--- src/rtl/io_change_logger.sv ---
// On-chip change logger: samples a watched vector on a decimated tick and queues
// every observed change with its timestamp in a first-word-fall-through FIFO.
module io_change_logger #(
   parameter int WATCH_WIDTH = 13,
   parameter int TS_WIDTH    = 16,
   parameter int DEPTH       = 16,
   parameter int SAMPLE_DIV  = 1
) (
   input  logic                   CLK,
   input  logic                   RESET,
   input  logic [WATCH_WIDTH-1:0] watch_in,
   input  logic                   enable,
   output logic                   out_valid,
   input  logic                   out_ready,
   output logic [WATCH_WIDTH-1:0] out_data,
   output logic [TS_WIDTH-1:0]    out_ts,
   output logic                   out_lost,
   output logic [$clog2(DEPTH):0] count,
   output logic                   full,
   output logic [15:0]            drop_count
);

   localparam int AW = $clog2(DEPTH);
   localparam int CW = AW + 1;
   localparam int DW = (SAMPLE_DIV > 1) ? $clog2(SAMPLE_DIV) : 1;

   logic [DW-1:0]          div_reg;
   logic [TS_WIDTH-1:0]    ts_reg;
   logic [WATCH_WIDTH-1:0] prev_reg;
   logic                   pend_lost_reg;
   logic [AW-1:0]          wr_ptr_reg;
   logic [AW-1:0]          rd_ptr_reg;
   logic [CW-1:0]          count_reg;
   logic [CW-1:0]          count_next;
   logic [15:0]            drop_reg;

   logic [WATCH_WIDTH-1:0] mem_data [DEPTH];
   logic [TS_WIDTH-1:0]    mem_ts   [DEPTH];
   logic                   mem_lost [DEPTH];

   logic tick;
   logic push_req;
   logic pop;
   logic is_full;
   logic push_ok;
   logic drop;

   assign tick     = (div_reg == DW'(SAMPLE_DIV - 1));
   assign push_req = tick && enable && (watch_in != prev_reg);
   assign pop      = (count_reg != '0) && out_ready;
   assign is_full  = (count_reg == CW'(DEPTH));
   // A pop at the same edge frees the slot, so a full FIFO still accepts the push.
   assign push_ok  = push_req && (!is_full || pop);
   assign drop     = push_req && is_full && !pop;

   always_comb begin
      count_next = count_reg;
      if (push_ok && !pop) begin
         count_next = count_reg + 1'b1;
      end else if (!push_ok && pop) begin
         count_next = count_reg - 1'b1;
      end
   end

   // Storage carries no reset; occupancy alone decides what is visible.
   always_ff @(posedge CLK) begin
      if (push_ok) begin
         mem_data[wr_ptr_reg] <= watch_in;
         mem_ts[wr_ptr_reg]   <= ts_reg;
         mem_lost[wr_ptr_reg] <= pend_lost_reg;
      end
   end

   always_ff @(posedge CLK) begin
      if (RESET) begin
         div_reg       <= '0;
         ts_reg        <= '0;
         prev_reg      <= '0;
         pend_lost_reg <= 1'b0;
         wr_ptr_reg    <= '0;
         rd_ptr_reg    <= '0;
         count_reg     <= '0;
         drop_reg      <= '0;
      end else begin
         if (tick) begin
            div_reg  <= '0;
            ts_reg   <= ts_reg + 1'b1;
            // prev follows the input even while disabled so re-enabling is quiet.
            prev_reg <= watch_in;
         end else begin
            div_reg <= div_reg + 1'b1;
         end

         if (push_ok) begin
            wr_ptr_reg <= wr_ptr_reg + 1'b1;
         end
         if (pop) begin
            rd_ptr_reg <= rd_ptr_reg + 1'b1;
         end
         count_reg <= count_next;

         if (drop) begin
            pend_lost_reg <= 1'b1;
            if (drop_reg != 16'hFFFF) begin
               drop_reg <= drop_reg + 16'd1;
            end
         end else if (push_ok) begin
            pend_lost_reg <= 1'b0;
         end
      end
   end

   assign out_valid  = (count_reg != '0);
   assign out_data   = out_valid ? mem_data[rd_ptr_reg] : '0;
   assign out_ts     = out_valid ? mem_ts[rd_ptr_reg]   : '0;
   assign out_lost   = out_valid ? mem_lost[rd_ptr_reg] : 1'b0;
   assign count      = count_reg;
   assign full       = is_full;
   assign drop_count = drop_reg;

endmodule

--- config.mk ---
export PLATFORM = sky130hd
export DESIGN_NAME = io_change_logger
export DESIGN_NICKNAME = d
export VERILOG_FILES = /design/src/rtl/io_change_logger.sv
export SDC_FILE = /design/constraint.sdc
export NUM_CORES = 1
export LEC_CHECK = 0
export CELL_PAD_IN_SITES_DETAIL_PLACEMENT = 1
export CELL_PAD_IN_SITES_GLOBAL_PLACEMENT = 1
export CORE_MARGIN = 8
export CORE_UTILIZATION = 49
export DETAILED_ROUTE_END_ITERATION = 8
export HOLD_SLACK_MARGIN = 0.03
export PLACE_DENSITY_LB_ADDON = 0.1
export SETUP_SLACK_MARGIN = 0.02
export SYNTH_ARGS = -nofsm -noshare
export SYNTH_HDL_FRONTEND = slang
export SYNTH_SLANG_ARGS = --single-unit
--- constraint.sdc ---
create_clock -name CLK -period 3.47 [get_ports CLK]
set_input_delay 0.694 -clock CLK [delete_from_list [all_inputs] [get_ports CLK]]
set_output_delay 0.694 -clock CLK [all_outputs]
set_load 0.01 [all_outputs]
# ---- Word level (Yosys, flattened, before mapping)
# Memory sizes are Yosys's and may differ from the RTL's. A register that Yosys moved wholly into a read port is not among the register bits.
# Cells that the tools add are included.
dict set report word_totals {
  regBits 60
  ramBits 480
  out_inout_bits 53
  word_cells 54
  mem_count 3
}
# name words width read_ports rd_ports_with_merged_regs write_ports line
set mem_list {}
lappend mem_list {mem_ts 16 16 1 1 1 38} ;# logic [TS_WIDTH-1:0] mem_ts [DEPTH];
lappend mem_list {mem_data 16 13 1 1 1 37} ;# logic [WATCH_WIDTH-1:0] mem_data [DEPTH];
lappend mem_list {mem_lost 16 1 1 1 1 39} ;# logic mem_lost [DEPTH];
dict set report classes {
  addsub 7
  n_eq_ne 3
  muxes 15
  bitwise_logic 1
  n_reduce_logical 17
}
# operator n
set ops {}
lappend ops {{16-bit by 1-bit adder with 16-bit output (second input constant)} 2}
lappend ops {{4-bit 2-to-1 mux} 6}
lappend ops {{16-bit 2-to-1 mux} 1}
lappend ops {{16-bit inequality test (second input constant)} 1}
lappend ops {{13-bit 2-to-1 mux} 1}
lappend ops {{13-bit inequality test} 1}
lappend ops {{5-bit 2-to-1 mux} 2}
lappend ops {{4-bit by 1-bit adder with 4-bit output (second input constant)} 2}
lappend ops {{1-bit logical AND} 8}
lappend ops {{5-bit by 1-bit adder with 5-bit output (second input constant)} 1}
lappend ops {{5-bit equality test (second input constant)} 1}
lappend ops {{1-bit 2-to-1 mux} 5}
lappend ops {{5-bit nonzero test} 1}
lappend ops {{5-bit by 1-bit subtractor with 5-bit output (second input constant)} 1}
lappend ops {{2-bit nonzero test} 2}
lappend ops {{1-bit logical NOT} 3}
lappend ops {{2-bit AND reduction} 1}
lappend ops {{2-bit OR reduction} 1}
lappend ops {{1-bit adder (second input constant)} 1}
lappend ops {{1-bit logical OR} 1}
lappend ops {{1-bit NOT} 1}

# ---- Depth between registers and ports, before layout
# Gate-level depths: netlist (run 1).
dict set report logic_depth {
  depth_word 8
  depth_mapped 15
}

# ---- Least setup slack after synthesis (run 1)
# No wires, ideal clock.
dict set report synth_path {
  path_kind {input port to flip-flop}
  start {input watch_in[10]}
  end {register count_reg[4] (netlist: count[4])}
  arrival_ns 3.419
  t_required_ns 3.400
  path_slack_ns -0.019
  cell_stages 14
  path_cell_list {xor2_1 -> nor4_1 -> nand4_1 -> nor2_1 -> nor3_1 -> clkbuf_1 -> ha_1 -> inv_1 -> ha_1 -> a21o_1 -> a21oi_1 -> xnor2_1 -> or3_1 -> a21oi_1}
}
dict set report synth_via {
  elab_chain_len 6
  word_cells_on_any_way 8
}
# item line
set synth_rtl {}
lappend synth_rtl {{start: declaration} 11} ;# input logic [WATCH_WIDTH-1:0] watch_in,
lappend synth_rtl {{13-bit inequality test *} 49} ;# assign push_req = tick && enable && (watch_in != prev_reg);
lappend synth_rtl {{1-bit logical AND *} 49}
lappend synth_rtl {{1-bit logical AND *} 53} ;# assign push_ok = push_req && (!is_full || pop);
lappend synth_rtl {{net push_ok} 45} ;# logic push_ok;
lappend synth_rtl {{1-bit logical NOT} 60} ;# end else if (!push_ok && pop) begin
lappend synth_rtl {{1-bit logical AND} 60}
lappend synth_rtl {{2-bit nonzero test (no line)} --}
lappend synth_rtl {{end signal: assignment} 100} ;# count_reg <= count_next;
lappend synth_rtl {{end: declaration} 33} ;# logic [CW-1:0] count_reg;
# The timed path passes the listed nets; every way through them passes the cells marked *.
# A chain may end at the register's enable or synchronous reset.

==> results.toml, run 1 <==
[outcome]
status = "finished, violations left"
violations = "negative setup slack"

[global_routing]
grt_pass1_wl_um = 76700
grt_max_degree = 34
antenna_found_initial = 1
grt-ovfl-total = 0
grt_usage = 0.210
grt_pass1_vias = 11700

[floorplanning]
dieArea_um2 = 50200
die_w_um = 224
start_util = 0.495
rows = 76
ios = 70
die_y_um = 224
core_area_um2 = 42900

[sta]
finClkSkew_ps = 12.9
period_minus_slack_ps = 3500
hold_viol_final = 0
fin_crit_sh = 1.01
setup_viol = 3
max_slew.worst_pin.slew_ps = 712
final-max-slew-violation-count = 0
relSlewSlack = 0.525
rsz0062_at_grt = "true"
fmax_mhz = 286
setup_slack_ps = -30.6

[synthesis]
yosysWarnings = 0
avgSynthCellArea_um2 = 20.4
netlist_instances = 1040
synth_edf_count = 480
synth_cell_types = 47
async_flop_share = 0
synth_flop_cell = "edfxtp_1"
yosysSeqAreaShare = 0.739
synthesis.nets = 1069
synth_area_um2 = 21200
synth_seq_cells = 544

[min_path]
whs_path_depth = 2
min-delay-start = "RESET"
hold_class = "in -> reg"

[drt]
dr.first_iter.drc_count = 811
num_vias = 10800
first_pass_iters = 5
drc = 0
routedWlPerCell_um = 27.7
wl_um = 52300
antenna_left = 0
vias_per_cell = 5.73

[pwr]
pwr-share-comb = 0.261
leakage_uw = 0.00866
p_int_uw = 13500
ir_drop_v = 0.000374
power_uw = 17900
switching_share = 0.250
power_density_nw_per_um2 = 689
seqPwrFrac = 0.406
switching_power_uw = 4480
clkPwrFrac = 0.333

[cells_and_area]
fin_cells = 1886
drive_gt1_frac = 0.342
largest_register_ff_count = 256
nets = 1286
top_register = "mem_ts"
final_common_cell = "edfxtp_1"
fin_util = 0.608
syn_to_final_growth_pct = 22.8
final_cell_mix = "480 x edfxtp_1, 150 x mux4_2, 78 x buf_4, 60 x dfxtp_1, 55 x clkbuf_16"
largestRegisters = "mem_ts: 256 flops, mem_data: 208 flops"

[placed_design]
portBuffers = 69
dp_cells = 1734
dp_hpwl_um = 29000
gp_congestion = 0.758

[setup_path]
worst_setup_path_start_kind = "flop"
end_kind = "primary output"
path_class = "reg -> out"
critPathArrivalTime_ps = 2810
cp_max_fo = 8
rr_worst_depth = 12
reg2reg_from = "count[0]$_SDFFE_PP0P_"
cp.required_ps = 2780

[clock_tree]
cts-root-buf = "clkbuf_16"
cts.sink_count = 544
clk_path_buf_depth = 3
worstSkewPairLatency_ps = 590
cts_buffers = 54
path_clk_slew_ps = 60
cts_tree = "done"
ctsHtreeMaxLevel = 2
ctsHoldBuffers = 0

[run]
maxCapViolations = 0
## path summary, 6_finish.rpt
kind	to	slack (ps)
setup / recovery	out_ts[13]	-30
hold / removal	drop_count[1]$_SDFFE_PP0P_	460
setup reg to reg	count[4]$_SDFFE_PP0P_	460
hold reg to reg	flop	500
## worst max-delay path, stage by stage, from the launching register on
cell     delay, ps
dfxtp_4        390
buf_12         170
buf_12         130
buf_16         140
buf_8          120
mux4_2         490
mux4_2         490
and2_1         150
buf_2          130
## through the flow
step                      hold slack [ps]  area, um2  setup TNS [ps]  setup WS, ps
final                                 457      26100           -58.5         -30.6
after global routing                  436      26100            -767          -104
after CTS                             416      26100            -527         -62.8
after detailed placement              484      23500            -587          -342
after global placement                477      23500            -446          -289
after floorplan                       459      21200               0          35.5
## layout make-up
cell class	count	area [um2]
fill	3656	16800
antenna	1	2.50
sequential	544	15700
multi-input combinational	439	5360
inverter	9	33.8
clock buffer	76	1550
clock inverter	23	277
tap	585	732
timing repair buffer	209	2410
## routing by layer
metal	vias to the layer above	part of all wire	global-route usage
met3	74	0.053	0.0354
met4	0	0.023	0.0622
met2	323	0.51	0.358
met1	5744	0.41	0.277
met5	-	0	0
li1	4664	-	-
## cell families after synthesis
logic type,after synthesis,synth area share
mux,172,0.170
fa+ha+maj,12,0.00743
xor+xnor,37,0.0153
other cells,1,0.000177
buf+inv,57,0.0107
compound gates,40,0.0123
simple gates,177,0.0451
flops,544,0.739
## timing repair
item                                    CTS  global route
pin swaps                                10             0
buffers inserted                         42             9
gates resized for setup                 156            17
endpoints found under the setup margin   30            28
cloned                                    8             0
## Yosys cell counts (2+ instances only)
library cell  count  area share
xnor2_1          11      0.0045
mux2i_1          17      0.0080
ha_1             11      0.0065
and3_1           15      0.0044
nand2b_1          2     0.00059
nor3_1            7      0.0017
clkbuf_1         32      0.0057
xor2_1           26       0.011
and2_1           36       0.011
nand4_1           8      0.0024
mux2_1            4      0.0021
nor4_1            2     0.00059
or3_1             9      0.0027
dfxtp_1          64       0.060
o211ai_1          2     0.00071
o21a_1            2     0.00071
buf_2            10      0.0024
o21ai_0          10      0.0024
a21oi_1          16      0.0038
nor2b_1           9      0.0027
o21ai_2           2     0.00083
nand2_1          14      0.0025
mux4_2          150        0.16
nand3_1          13      0.0031
inv_1             9      0.0016
edfxtp_1        480        0.68
buf_1             6      0.0011
nor2_1           54      0.0095
## power groups by stage
stage               clock [uW]  combinational, uW  sequential [uW]
finish                    5970               4680             7290
global route              6270               4990             7300
CTS                       6080               4760             7290
detailed placement           0               3830             7450
global placement             0               3800             7450
floorplan                    0               2270             7400
Power figures use the tool's default switching activity.
==> run 2: changes to the inputs <==
Settings changed: CORE_UTILIZATION 49 to 51, CTS_BUF_LIST from default to sky130_fd_sc_hd__clkbuf_4.
==> results.toml, run 2 (synthesis gave the netlist of run 1 again) <==
[outcome]
status = "finished, violations left"
violations = "negative setup slack"

[setup_path]
cp_slowest_stage_delay_ps = 510
cpMostUsedCell = "mux4_2"
cp.required_ps = 2780
cp_cell_sequence = "buf_12, buf_8, buf_16, mux4_2, mux4_2, and2_4, buf_6"
slowest_stage = "mux4_2"
worst_setup_path_start_kind = "flop"
critPathArrivalTime_ps = 2960
end_kind = "primary output"
cp_max_fo = 7
path_class = "reg -> out"

[pwr]
switching_power_uw = 4680
ir_drop_v = 0.000406
p_int_uw = 12900
leakage_uw = 0.00899
switching_share = 0.266
clkPwrFrac = 0.304
pwr-share-comb = 0.281
seqPwrFrac = 0.415
power_density_nw_per_um2 = 671

[sta]
setup_slack_ps = -187
final-max-slew-violation-count = 0
period_minus_slack_ps = 3660
fmax_mhz = 273
relSlewSlack = 0.534
hold_viol_final = 0
rsz0062_at_grt = "true"
setup_tns_ps = -4010
fin_crit_sh = 1.05
max_slew.worst_pin.slew_ps = 698
finClkSkew_ps = 48.2
setup_viol = 30

[drt]
num_vias = 11500
antenna_left = 0
drc = 0
first_pass_iters = 4
vias_per_cell = 5.76
dr.first_iter.drc_count = 877
routedWlPerCell_um = 26.8
wl_um = 53300

[cells_and_area]
final_common_cell = "edfxtp_1"
top_register = "mem_ts"
drive_gt1_frac = 0.423
largestRegisters = "mem_ts: 256 flops, mem_data: 208 flops"
largest_register_ff_count = 256
syn_to_final_growth_pct = 23.5
final_cell_mix = "480 x edfxtp_1, 213 x clkbuf_4, 150 x mux4_2, 82 x buf_4, 60 x dfxtp_1"
fill_cells = 3563
design_area_um2 = 26200
nets = 1388

[clock_tree]
clk_path_buf_depth = 3
cts-root-buf = "clkbuf_4"
cts_buffers = 141
worstSkewPairLatency_ps = 820
ctsHtreeMaxLevel = 4
cts_tree = "done"
path_clk_slew_ps = 70
cts.sink_count = 544
ctsHoldBuffers = 0

[floorplanning]
ios = 70
start_util = 0.519
die_y_um = 220
rows = 74
core_area_um2 = 40900
die_w_um = 220
dieArea_um2 = 48400

[global_routing]
antenna_found_initial = 2
grt-ovfl-total = 0
grt_pass1_vias = 12700
grt_pass1_wl_um = 79600
grt_max_degree = 33
grt_usage = 0.226

[placed_design]
portBuffers = 69
gp_congestion = 0.772
place_area_um2 = 23700
dp_hpwl_um = 31000

[min_path]
hold_class = "in -> reg"

[run]
maxCapViolations = 0
## run 2: cell type report
type | count | area (um2) | area share
Antenna cell | 1 | 2.50 | 0.0000954
Inverter | 9 | 33.8 | 0.00129
Clock buffer | 213 | 1600 | 0.0610
Timing Repair Buffer | 224 | 2700 | 0.103
Tap cell | 532 | 666 | 0.0254
Multi-Input combinational cell | 439 | 5400 | 0.206
Sequential cell | 544 | 15700 | 0.599
Clock inverter | 29 | 110 | 0.00420
## run 2: worst max-delay path, delay by kind of cell (launching register included)
| family | cells | cell delay (ps) |
|---|---|---|
| buffers and inverters | 4 | 540 |
| flip-flops | 1 | 400 |
| multiplexers | 2 | 1000 |
| AND/OR/NAND/NOR | 1 | 180 |
## run 2: worst paths after layout
kind | end | cells past startpoint | from | slack, ps
worst min-delay path | count[3]$_SDFFE_PP0P_ | 2 | RESET | 320
worst max register to register | count[4]$_SDFFE_PP0P_ | 12 | count[0]$_SDFFE_PP0P_ | 410
worst max-delay path | out_data[3] | 7 | flop | -190
worst min register to register | flop | 2 | rd_ptr_reg[3]$_SDFFE_PP0N_ | 500
## run 2: power by group through the flow
stage | clock network (uW) | logic, uW | registers (uW)
2_1_floorplan | 0 | 2270 | 7400
3_3_place_gp | 0 | 3800 | 7440
3_5_place_dp | 0 | 3840 | 7440
4_1_cts | 5440 | 4760 | 7310
5_1_grt | 5790 | 5230 | 7310
6_report | 5340 | 4940 | 7300
## run 2: routing by layer
layer,GRT usage,share of wire,vias up
met1,0.294,0.42,6051
met5,0,0.00022,-
met2,0.374,0.51,354
li1,-,-,4951
met3,0.0436,0.048,108
met4,0.0939,0.026,2
## run 2: timing repair
item | in CTS | in global routing
setup endpoints to repair | 30 | 30
buffers inserted | 29 | 14
gates resized for setup | 179 | 42
cloned | 10 | 0
pin swaps | 3 | 0
## run 2: per-stage QoR
step / total power [uW] / util / hold slack, ps / instances / setup WS [ps]
finish: 17600 / 0.641 / 319 / 1991 / -187
global route: 18300 / 0.641 / 325 / 1991 / -273
CTS: 17500 / 0.638 / 237 / 1982 / -336
detailed placement: 11300 / 0.580 / 491 / 1702 / -420
global placement: 11200 / 0.580 / 462 / 1702 / -338
floorplan: 9670 / - / 459 / 1040 / 35.5
